**config.mk**
```make
export PLATFORM = sky130hd
export DESIGN_NAME = fetch_ctrl_flat
export DESIGN_NICKNAME = d
export VERILOG_FILES = /design/src/rtl/fetch_ctrl_if.sv /design/src/rtl/fetch_ctrl.sv /design/src/flat_wrapper.sv
export SDC_FILE = /design/constraint.sdc
export NUM_CORES = 1
export LEC_CHECK = 0
export BUFFER_PORTS_ARGS = -buffer_cell sky130_fd_sc_hd__buf_2
export CAP_MARGIN = 0
export CORE_MARGIN = 2
export CORE_UTILIZATION = 42
export DETAILED_ROUTE_END_ITERATION = 10
export PLACE_DENSITY_LB_ADDON = 0.12
export SLEW_MARGIN = 20
export SYNTH_ARGS = -nofsm -noshare
export SYNTH_HDL_FRONTEND = slang
export SYNTH_SLANG_ARGS = --single-unit
```
**constraint.sdc**
```tcl
create_clock -name clk -period 1.8 [get_ports clk]
set_input_delay 0.54 -clock clk [delete_from_list [all_inputs] [get_ports clk]]
set_output_delay 0.54 -clock clk [all_outputs]
set_load 0.005 [all_outputs]
```
**src/rtl/fetch_ctrl_if.sv**
```systemverilog
// Fetch-control bus: the sequencer drives the master side, the datapath/execute stage the slave side.
interface fetch_ctrl_if #(
  parameter int DATA_WIDTH = 8
);
   logic                  START;
   logic [DATA_WIDTH-1:0] INSTR_IN;
   logic [DATA_WIDTH-1:0] ARG_IN;
   logic                  EXEC_READY;
   logic                  COND_IN;
   logic                  CTRL_REG_INSTR;
   logic                  CTRL_REG_ARG;
   logic                  CTRL_REG_JUMP;
   logic                  CTRL_REG_PC;
   logic                  SEL_MUX;
   logic [1:0]            ULA_PC_SEL;
   logic                  EXEC_VALID;
   logic [DATA_WIDTH-1:0] EXEC_OP;
   logic [DATA_WIDTH-1:0] EXEC_ARG;
   logic                  HALTED;
   logic                  BUSY;

   modport master (
      input  START, INSTR_IN, ARG_IN, EXEC_READY, COND_IN,
      output CTRL_REG_INSTR, CTRL_REG_ARG, CTRL_REG_JUMP, CTRL_REG_PC, SEL_MUX,
             ULA_PC_SEL, EXEC_VALID, EXEC_OP, EXEC_ARG, HALTED, BUSY
   );

   modport slave (
      output START, INSTR_IN, ARG_IN, EXEC_READY, COND_IN,
      input  CTRL_REG_INSTR, CTRL_REG_ARG, CTRL_REG_JUMP, CTRL_REG_PC, SEL_MUX,
             ULA_PC_SEL, EXEC_VALID, EXEC_OP, EXEC_ARG, HALTED, BUSY
   );
endinterface

```
**src/rtl/fetch_ctrl.sv**
```systemverilog
// Instruction fetch/sequence FSM: fetch, latch, decode, hand off to execute, update PC.
// Optional retired-instruction counter enabled by macro PAMPY_INSTR_CNT_EN.
module fetch_ctrl #(
   parameter int                   DATA_WIDTH = 8,
   parameter logic [DATA_WIDTH-1:0] OP_JUMP   = DATA_WIDTH'(113),
   parameter logic [DATA_WIDTH-1:0] OP_JIF    = DATA_WIDTH'(114),
   parameter logic [DATA_WIDTH-1:0] OP_JIT    = DATA_WIDTH'(115),
   parameter logic [DATA_WIDTH-1:0] OP_RET    = DATA_WIDTH'(83),
   parameter logic [DATA_WIDTH-1:0] OP_HALT   = DATA_WIDTH'(0)
) (
   input logic         clk,
   input logic         rst,
   fetch_ctrl_if.master bus
`ifdef PAMPY_INSTR_CNT_EN
   ,
   output logic [31:0] INSTR_COUNT
`endif
);

   typedef enum logic [3:0] {
      IDLE, FETCH, LATCH, DECODE, EXEC, JUMP, PCLD, RET, INC, HALT
   } state_t;

   state_t                state, state_nxt;
   logic [DATA_WIDTH-1:0] op_q, arg_q;
   logic                  ld_instr, ld_jump, ld_pc, sel_mux, exec_valid;
   logic [1:0]            ula_sel;
   logic                  take_branch;

   assign take_branch = (op_q == OP_JIF && !bus.COND_IN) ||
                        (op_q == OP_JIT &&  bus.COND_IN);

   always_ff @(posedge clk) begin
      if (rst) begin
         state <= IDLE;
         op_q  <= '0;
         arg_q <= '0;
      end else begin
         state <= state_nxt;
         if (state == DECODE) begin
            op_q  <= bus.INSTR_IN;
            arg_q <= bus.ARG_IN;
         end
      end
   end

   always_comb begin
      state_nxt  = state;
      ld_instr   = 1'b0;
      ld_jump    = 1'b0;
      ld_pc      = 1'b0;
      sel_mux    = 1'b0;
      ula_sel    = 2'b00;
      exec_valid = 1'b0;
      case (state)
         IDLE:   if (bus.START) state_nxt = FETCH;
         FETCH:  state_nxt = LATCH;
         LATCH:  begin ld_instr = 1'b1; state_nxt = DECODE; end
         DECODE: begin
            if      (bus.INSTR_IN == OP_HALT) state_nxt = HALT;
            else if (bus.INSTR_IN == OP_JUMP) state_nxt = JUMP;
            else if (bus.INSTR_IN == OP_RET)  state_nxt = RET;
            else                              state_nxt = EXEC;
         end
         EXEC: begin
            exec_valid = 1'b1;
            if (bus.EXEC_READY) state_nxt = take_branch ? JUMP : INC;
         end
         JUMP:   begin ld_jump = 1'b1; state_nxt = PCLD; end
         PCLD:   begin ld_pc = 1'b1; ula_sel = 2'b10; state_nxt = FETCH; end
         RET:    begin ld_pc = 1'b1; sel_mux = 1'b1; state_nxt = FETCH; end
         INC:    begin ld_pc = 1'b1; ula_sel = 2'b01; state_nxt = FETCH; end
         HALT:   state_nxt = HALT;
         default: state_nxt = IDLE;
      endcase
   end

   // Outputs are forced low while rst is high, not only after the reset edge.
   assign bus.CTRL_REG_INSTR = ld_instr & ~rst;
   assign bus.CTRL_REG_ARG   = ld_instr & ~rst;
   assign bus.CTRL_REG_JUMP  = ld_jump & ~rst;
   assign bus.CTRL_REG_PC    = ld_pc & ~rst;
   assign bus.SEL_MUX        = sel_mux & ~rst;
   assign bus.ULA_PC_SEL     = rst ? 2'b00 : ula_sel;
   assign bus.EXEC_VALID     = exec_valid & ~rst;
   assign bus.EXEC_OP        = (exec_valid && !rst) ? op_q  : '0;
   assign bus.EXEC_ARG       = (exec_valid && !rst) ? arg_q : '0;
   assign bus.HALTED         = (state == HALT) && !rst;
   assign bus.BUSY           = (state != IDLE) && (state != HALT) && !rst;

`ifdef PAMPY_INSTR_CNT_EN
   logic [31:0] instr_cnt;

   // Every PC update marks one retired instruction; wraps naturally.
   always_ff @(posedge clk) begin
      if (rst)                                 instr_cnt <= '0;
      else if (state inside {INC, PCLD, RET}) instr_cnt <= instr_cnt + 32'd1;
   end

   assign INSTR_COUNT = instr_cnt;
`endif

endmodule

```
**src/flat_wrapper.sv**
```systemverilog
// flat-port wrapper written by rule: the top's interface ports become plain ports
module fetch_ctrl_flat 
#(
   parameter int                   DATA_WIDTH = 8,
   parameter logic [DATA_WIDTH-1:0] OP_JUMP   = DATA_WIDTH'(113),
   parameter logic [DATA_WIDTH-1:0] OP_JIF    = DATA_WIDTH'(114),
   parameter logic [DATA_WIDTH-1:0] OP_JIT    = DATA_WIDTH'(115),
   parameter logic [DATA_WIDTH-1:0] OP_RET    = DATA_WIDTH'(83),
   parameter logic [DATA_WIDTH-1:0] OP_HALT   = DATA_WIDTH'(0)
)
  (clk, rst, bus_START, bus_INSTR_IN, bus_ARG_IN, bus_EXEC_READY, bus_COND_IN, bus_CTRL_REG_INSTR, bus_CTRL_REG_ARG, bus_CTRL_REG_JUMP, bus_CTRL_REG_PC, bus_SEL_MUX, bus_ULA_PC_SEL, bus_EXEC_VALID, bus_EXEC_OP, bus_EXEC_ARG, bus_HALTED, bus_BUSY);
  fetch_ctrl_if #(.DATA_WIDTH(DATA_WIDTH)) bus_i ();
  input logic clk;
  input logic rst;
  input wire logic [$bits(bus_i.START)-1:0] bus_START;
  input wire logic [$bits(bus_i.INSTR_IN)-1:0] bus_INSTR_IN;
  input wire logic [$bits(bus_i.ARG_IN)-1:0] bus_ARG_IN;
  input wire logic [$bits(bus_i.EXEC_READY)-1:0] bus_EXEC_READY;
  input wire logic [$bits(bus_i.COND_IN)-1:0] bus_COND_IN;
  output wire logic [$bits(bus_i.CTRL_REG_INSTR)-1:0] bus_CTRL_REG_INSTR;
  output wire logic [$bits(bus_i.CTRL_REG_ARG)-1:0] bus_CTRL_REG_ARG;
  output wire logic [$bits(bus_i.CTRL_REG_JUMP)-1:0] bus_CTRL_REG_JUMP;
  output wire logic [$bits(bus_i.CTRL_REG_PC)-1:0] bus_CTRL_REG_PC;
  output wire logic [$bits(bus_i.SEL_MUX)-1:0] bus_SEL_MUX;
  output wire logic [$bits(bus_i.ULA_PC_SEL)-1:0] bus_ULA_PC_SEL;
  output wire logic [$bits(bus_i.EXEC_VALID)-1:0] bus_EXEC_VALID;
  output wire logic [$bits(bus_i.EXEC_OP)-1:0] bus_EXEC_OP;
  output wire logic [$bits(bus_i.EXEC_ARG)-1:0] bus_EXEC_ARG;
  output wire logic [$bits(bus_i.HALTED)-1:0] bus_HALTED;
  output wire logic [$bits(bus_i.BUSY)-1:0] bus_BUSY;
  assign bus_i.START = bus_START;
  assign bus_i.INSTR_IN = bus_INSTR_IN;
  assign bus_i.ARG_IN = bus_ARG_IN;
  assign bus_i.EXEC_READY = bus_EXEC_READY;
  assign bus_i.COND_IN = bus_COND_IN;
  assign bus_CTRL_REG_INSTR = bus_i.CTRL_REG_INSTR;
  assign bus_CTRL_REG_ARG = bus_i.CTRL_REG_ARG;
  assign bus_CTRL_REG_JUMP = bus_i.CTRL_REG_JUMP;
  assign bus_CTRL_REG_PC = bus_i.CTRL_REG_PC;
  assign bus_SEL_MUX = bus_i.SEL_MUX;
  assign bus_ULA_PC_SEL = bus_i.ULA_PC_SEL;
  assign bus_EXEC_VALID = bus_i.EXEC_VALID;
  assign bus_EXEC_OP = bus_i.EXEC_OP;
  assign bus_EXEC_ARG = bus_i.EXEC_ARG;
  assign bus_HALTED = bus_i.HALTED;
  assign bus_BUSY = bus_i.BUSY;
  fetch_ctrl #(.DATA_WIDTH(DATA_WIDTH), .OP_JUMP(OP_JUMP), .OP_JIF(OP_JIF), .OP_JIT(OP_JIT), .OP_RET(OP_RET), .OP_HALT(OP_HALT)) u_core (.clk(clk), .rst(rst), .bus(bus_i));
endmodule
```
==> metrics.yaml, run 1 <==
status: "finished with violations"
violations: "setup timing"
grtUsageTotal_pct: 19.2
syn-num-nets: 175
worst-setup-path-type: "flop to primary output"
synth.area.top_cells: "dfxtp_1 (36%), nand2_1 (12%), a21oi_1 (9.0%), and2_1 (9.0%), nor2_1 (3.7%)"
postSynth.asyncResetShare_pct: 0
coreArea_um2: 2500
final_nets: 229
ir_drop_mv: 0.567
die_w_um: 55.6
setup_viol: 21
rsz0062_at_grt: "yes"
vias_per_cell: 5.05
cp.arrival_ps: 1690
ys_warn_count: 0
synth_seq_cells: 20
fp-row-count: 18
clk_pin_slew_worst_paths_ps: 110
slew_violations: 0
crit_fanout: 17
clockBufferDepth: 2
period_share_pct: 124
holdWs_ps: 457
hold_viol: 0
gp_congestion: 0.854
comb_power_share_pct: 34.0
syn-cell-area_um2: 1120
cts_buffers: 3
switching_power_uw: 349
yosysUniqueCellTypes: 30
clock_latency_ps: 310
synth_top_cell_by_area: "dfxtp_1"
cts_tree: "done"
post-synth-top-count-cell: "nand2_1"
diodes: 0
die_area_um2: 3090
setup_tns_ps: -7060
dp_hpwl_um: 2160
fp.dieH_um: 55.6
maxCapViolCount: 0
pin_count: 47
tightestPinTransition_ps: 392
synth_enable_flop_cells: 0
power_density_nw_per_um2: 699
dr.pass1.iters: 4
initial_utilization_pct: 44.7
grt_max_degree: 18
synth_top_area_share_pct: 35.8
place_inst: 231
required_ps: 1260
seqPwrFrac_pct: 46.2
layout-drive-gt1-share_pct: 39.8
max_freq_ghz: 0.448
postLayoutCellArea_um2: 1550
p_clk_share_pct: 19.7
fin_crit_ps: 2230
htree_levels: 1
postLayoutCoreUtil_pct: 62.1
fin_ws_ps: -434
avgSynthCellArea_um2: 7.26
synth_flop_cell: "dfxtp_1"
end_kind: "primary output"
grt_overflow: 0
leakage_uw: 0.000681
wl_per_cell_um: 12.3
synth_commonest_cells: "nand2_1 (36), a21oi_1 (20), dfxtp_1 (20)"
grt_pass1_vias: 1081
remaining_drc_errors: 0
wl_um: 2900
swShare_pct: 32.1
slew_headroom_pct: 73.6
p_int_uw: 736
clock_skew_ps: 6.41
grt_pass1_wl_um: 4800
drt_iter0_drc: 29
vias: 1192
netlist_instances: 154
postRouteAntennaNets: 0
clock_tree.root_cell: "clkbuf_4"
fin_cells: 236
cts.sinks: 20
antenna_found_initial: 0
area_growth_pct: 39.0
port_buffers: 46
min_path_type: "input port to flop"
startpoint_type: "flop"
yosysSeqAreaShare_pct: 35.8
placed_area_um2: 1440
stage by stage:
stage | worst slack [ps] | total power [uW]
3_3_place_gp | -120 | 803
3_5_place_dp | -172 | 811
6_report | -434 | 1090
4_1_cts | -470 | 1060
5_1_grt | -491 | 1160
2_1_floorplan | 0.110 | 707
worst max-delay path, stage by stage (launching register included):
cell and delay [ps]:
dfxtp_2 340, or4b_4 550, nor2_4 120, buf_12 140
and2_1 130, buf_2 110
state kept, by name, indices dropped and copies added, names as in the netlist:
| register | cells |
|---|---|
| u_core.arg_q | 8 |
| u_core.op_q | 8 |
| u_core.state | 4 |
per-layer routing:
layer	share of wire [%]	global-route usage, %	vias to the layer above
li1	-	-	618
met4	0.96	5.23	0
met1	46	24.9	537
met2	48	31.3	33
met5	0	0	-
met3	5.6	5.35	4
power groups by stage:
stage / logic, uW / clock network (uW) / registers, uW
5_1_grt: 410 / 243 / 506
2_1_floorplan: 201 / 0 / 506
6_report: 369 / 214 / 501
4_1_cts: 339 / 224 / 498
3_3_place_gp: 300 / 0 / 504
3_5_place_dp: 305 / 0 / 506
cell type report:
cell class,count,area (um2)
clock buffers,3,22.5
fillers,249,947
flip-flops and latches,20,405
repair buffers,61,373
multi-input cells,122,714
well taps,30,37.5
path summary, 6_finish.rpt:
path              slack, ps  depth (start not counted)                           end                         start
hold reg to reg         460                          2  u_core.arg_q[4]$_SDFFE_PP0P_  u_core.arg_q[4]$_SDFFE_PP0P_
hold / removal          460                          3  u_core.arg_q[7]$_SDFFE_PP0P_                 bus_ARG_IN[7]
setup / recovery       -430                          5                bus_EXEC_OP[5]  u_core.state[3]$_SDFFE_PP0P_
setup reg to reg         30                          5  u_core.state[2]$_SDFFE_PP0P_  u_core.state[3]$_SDFFE_PP0P_
layout by cell type, fill, tap and decap left out, types with 2 or more instances in the layout:
cell / instances
xor2_1: 2
nand3_1: 3
buf_2: 45
nand4b_1: 2
nor2b_1: 2
and2_1: 15
a21oi_1: 20
buf_6: 2
nor3_1: 4
clkbuf_4: 3
nand2b_4: 2
nand2_1: 35
dfxtp_2: 4
nor2_1: 8
buf_4: 12
nand2b_1: 2
dfxtp_1: 16
and3_1: 2
nor2_4: 2
nor3b_1: 2
a31oi_1: 2
kinds of logic after synthesis:
group	count (synthesis)	synth area share [%]
AND/OR/NAND/NOR	89	40.8
AO/OA/AOI/OAI	31	16.7
flip-flops	20	35.8
buffers and inverters	12	5.15
XOR/XNOR	2	1.57
repair_timing:
item / CTS / global route
pin swaps: 2 / 3
hold buffers: 0 / 0
gates resized for setup: 7 / 10
setup endpoints to repair: 26 / 26
setup buffers: 2 / 0
Note: power is estimated with default switching activity, not from simulation.
==> run 2, diff against run 1 <==
Settings changed: SETUP_SLACK_MARGIN set to 0.5.
==> metrics.yaml, run 2 (synthesis gave the netlist of run 1 again) <==
status: "finished with violations"
violations: "setup timing"
clock_skew_ps: 9.19  # +2.78 ps
top_regs: "u_core.arg_q x8, u_core.op_q x8, u_core.state x4"
power_density_nw_per_um2: 649  # -7.1%
clock_latency_ps: 310  # about the same
gp_congestion: 0.783  # -8.3%
wl_per_cell_um: 15.6  # +27%
maxCapViolCount: 0  # unchanged
clockBufferDepth: 2  # unchanged
r2r_setup_slack_ps: -400  # -430 ps
vias: 1382  # +16%
r2r-end: "u_core.state[2]$_SDFFE_PP0P_"
hold_depth: 3  # unchanged
final_nets: 248  # +8.3%
clk_pin_slew_worst_paths_ps: 120  # about the same
hold_viol: 0  # unchanged
htree_levels: 1  # unchanged
remaining_drc_errors: 0  # unchanged
antenna_found_initial: 0  # unchanged
period_share_pct: 125  # +0.59 points
slew_violations: 0  # unchanged
die_area_um2: 3090  # unchanged
coreArea_um2: 2500  # unchanged
cts_buffers: 3  # unchanged
vias_per_cell: 5.42  # +7.3%
critPathMaxStageDelay_ps: 560  # about the same
pin_count: 47  # unchanged
diodes: 0  # unchanged
setup_viol: 28  # +33%
fillers: 151  # -39%
cts_tree: "done"
fp.dieH_um: 55.6  # unchanged
fp-row-count: 18  # unchanged
fin_crit_ps: 2240  # +10.7 ps
initial_utilization_pct: 44.7  # unchanged
leakage_uw: 0.000947  # +39%
clock_tree.root_cell: "clkbuf_4"
die_w_um: 55.6  # unchanged
crit_slowest_cell: "or4b_4"
slew_headroom_pct: 70.3  # -3.3 points
p_total_uw: 1340  # +23%
placed_area_um2: 1550  # +7.6%
reg2reg_depth: 10  # +5
layout-drive-gt1-share_pct: 64.4  # +25 points
cp.arrival_ps: 1700  # about the same
grt_max_degree: 18  # unchanged
rsz0062_at_grt: "yes"
crit_fanout: 17  # unchanged
holdWs_ps: 450  # -7.00 ps
port_buffers: 46  # unchanged
tightestPinTransition_ps: 441  # +48.9 ps
wl_um: 3990  # +37%
dp_hpwl_um: 2320  # +7.1%
grt_pass1_vias: 1286  # +19%
startpoint: "u_core.state[3]$_SDFFE_PP0P_"
r2r-start: "u_core.state[3]$_SDFFE_PP0P_"
worst-setup-path-type: "flop to primary output"
grtUsageTotal_pct: 23.0  # +3.8 points
postRouteAntennaNets: 0  # unchanged
final_common_cell: "buf_2"
crit_chain: "or4b_4, nor2_4, buf_12, and2_1, buf_2"
drt_iter0_drc: 29  # unchanged
min_path_type: "input port to flop"
grt_pass1_wl_um: 5690  # +19%
required_ps: 1260  # about the same
final_cell_mix: "buf_2 (44), nand2_1 (20), buf_4 (20)"
fin_ws_ps: -444  # -10.7 ps
hold-path-endpoint: "u_core.arg_q[7]$_SDFFE_PP0P_"
area_growth_pct: 84.3
startpoint_type: "flop"
grt_overflow: 0  # unchanged
cts.sinks: 20  # unchanged
worstHoldStart: "bus_ARG_IN[7]"
max_freq_ghz: 0.446  # -0.48%
postLayoutCellArea_um2: 2060  # +33%
end_kind: "primary output"
dr.pass1.iters: 4  # unchanged
ir_drop_mv: 0.526  # -7.2%
==> run 2: cell count changes in the layout (fill, tap and decap cells not counted), sizes merged <==
cell  before  now
buf       61   80
==> run 2: per-stage QoR <==
step                      std cells  setup WS, ps  TNS [ps]  utilization, %
after floorplan                 154         0.255         0               -
after global placement          230         -46.2      -611            61.8
after detailed placement        230         -87.4     -1200            61.8
after CTS                       246          -423     -7430            71.4
after global routing            255          -503    -10090            82.4
final                           255          -444     -8620            82.4
==> run 2: final cells by class <==
type | count | area (um2) | share of cell area (%)
repair buffers | 80 | 584 | 28.4
clock buffers | 3 | 22.5 | 1.09
well taps | 30 | 37.5 | 1.82
multi-input cells | 122 | 1010 | 49.0
flip-flops and latches | 20 | 405 | 19.7
==> run 2: report_power, final <==
part           leakage, uW  switching [uW]  internal, uW  total, uW
sequential        0.000163            23.6           479        503
combinational     0.000770             306           307        613
clock            0.0000138             143          78.3        221
==> run 2: what timing repair did <==
item,CTS,global route
hold buffers,0,0
gates resized for setup,27,55
setup endpoints to repair,45,44
buffers inserted,13,9
pin swaps,8,27
gates cloned,0,0
==> run 2: layer usage <==
| metal | GRT usage, % | wire length [um] |
|---|---|---|
| met5 | 0 | 0 |
| met4 | 11.1 | 80 |
| met3 | 4.42 | 176 |
| met2 | 39.6 | 2110 |
| met1 | 27.1 | 1620 |
==> run 2: worst max-delay path by stage <==
stage                            to  slack, ps
floorplan           bus_EXEC_ARG[1]        0.3
global placement    bus_EXEC_ARG[1]        -50
detailed placement   bus_EXEC_OP[6]        -90
CTS                  bus_EXEC_OP[6]       -420
global route        bus_EXEC_ARG[0]       -500
finish               bus_EXEC_OP[1]       -440
==> run 2: worst max-delay path, delay by kind of cell (launching register included) <==
kind          cells  cell delay (ps)
buf+inv           2              250
simple gates      3              810
flops             1              340
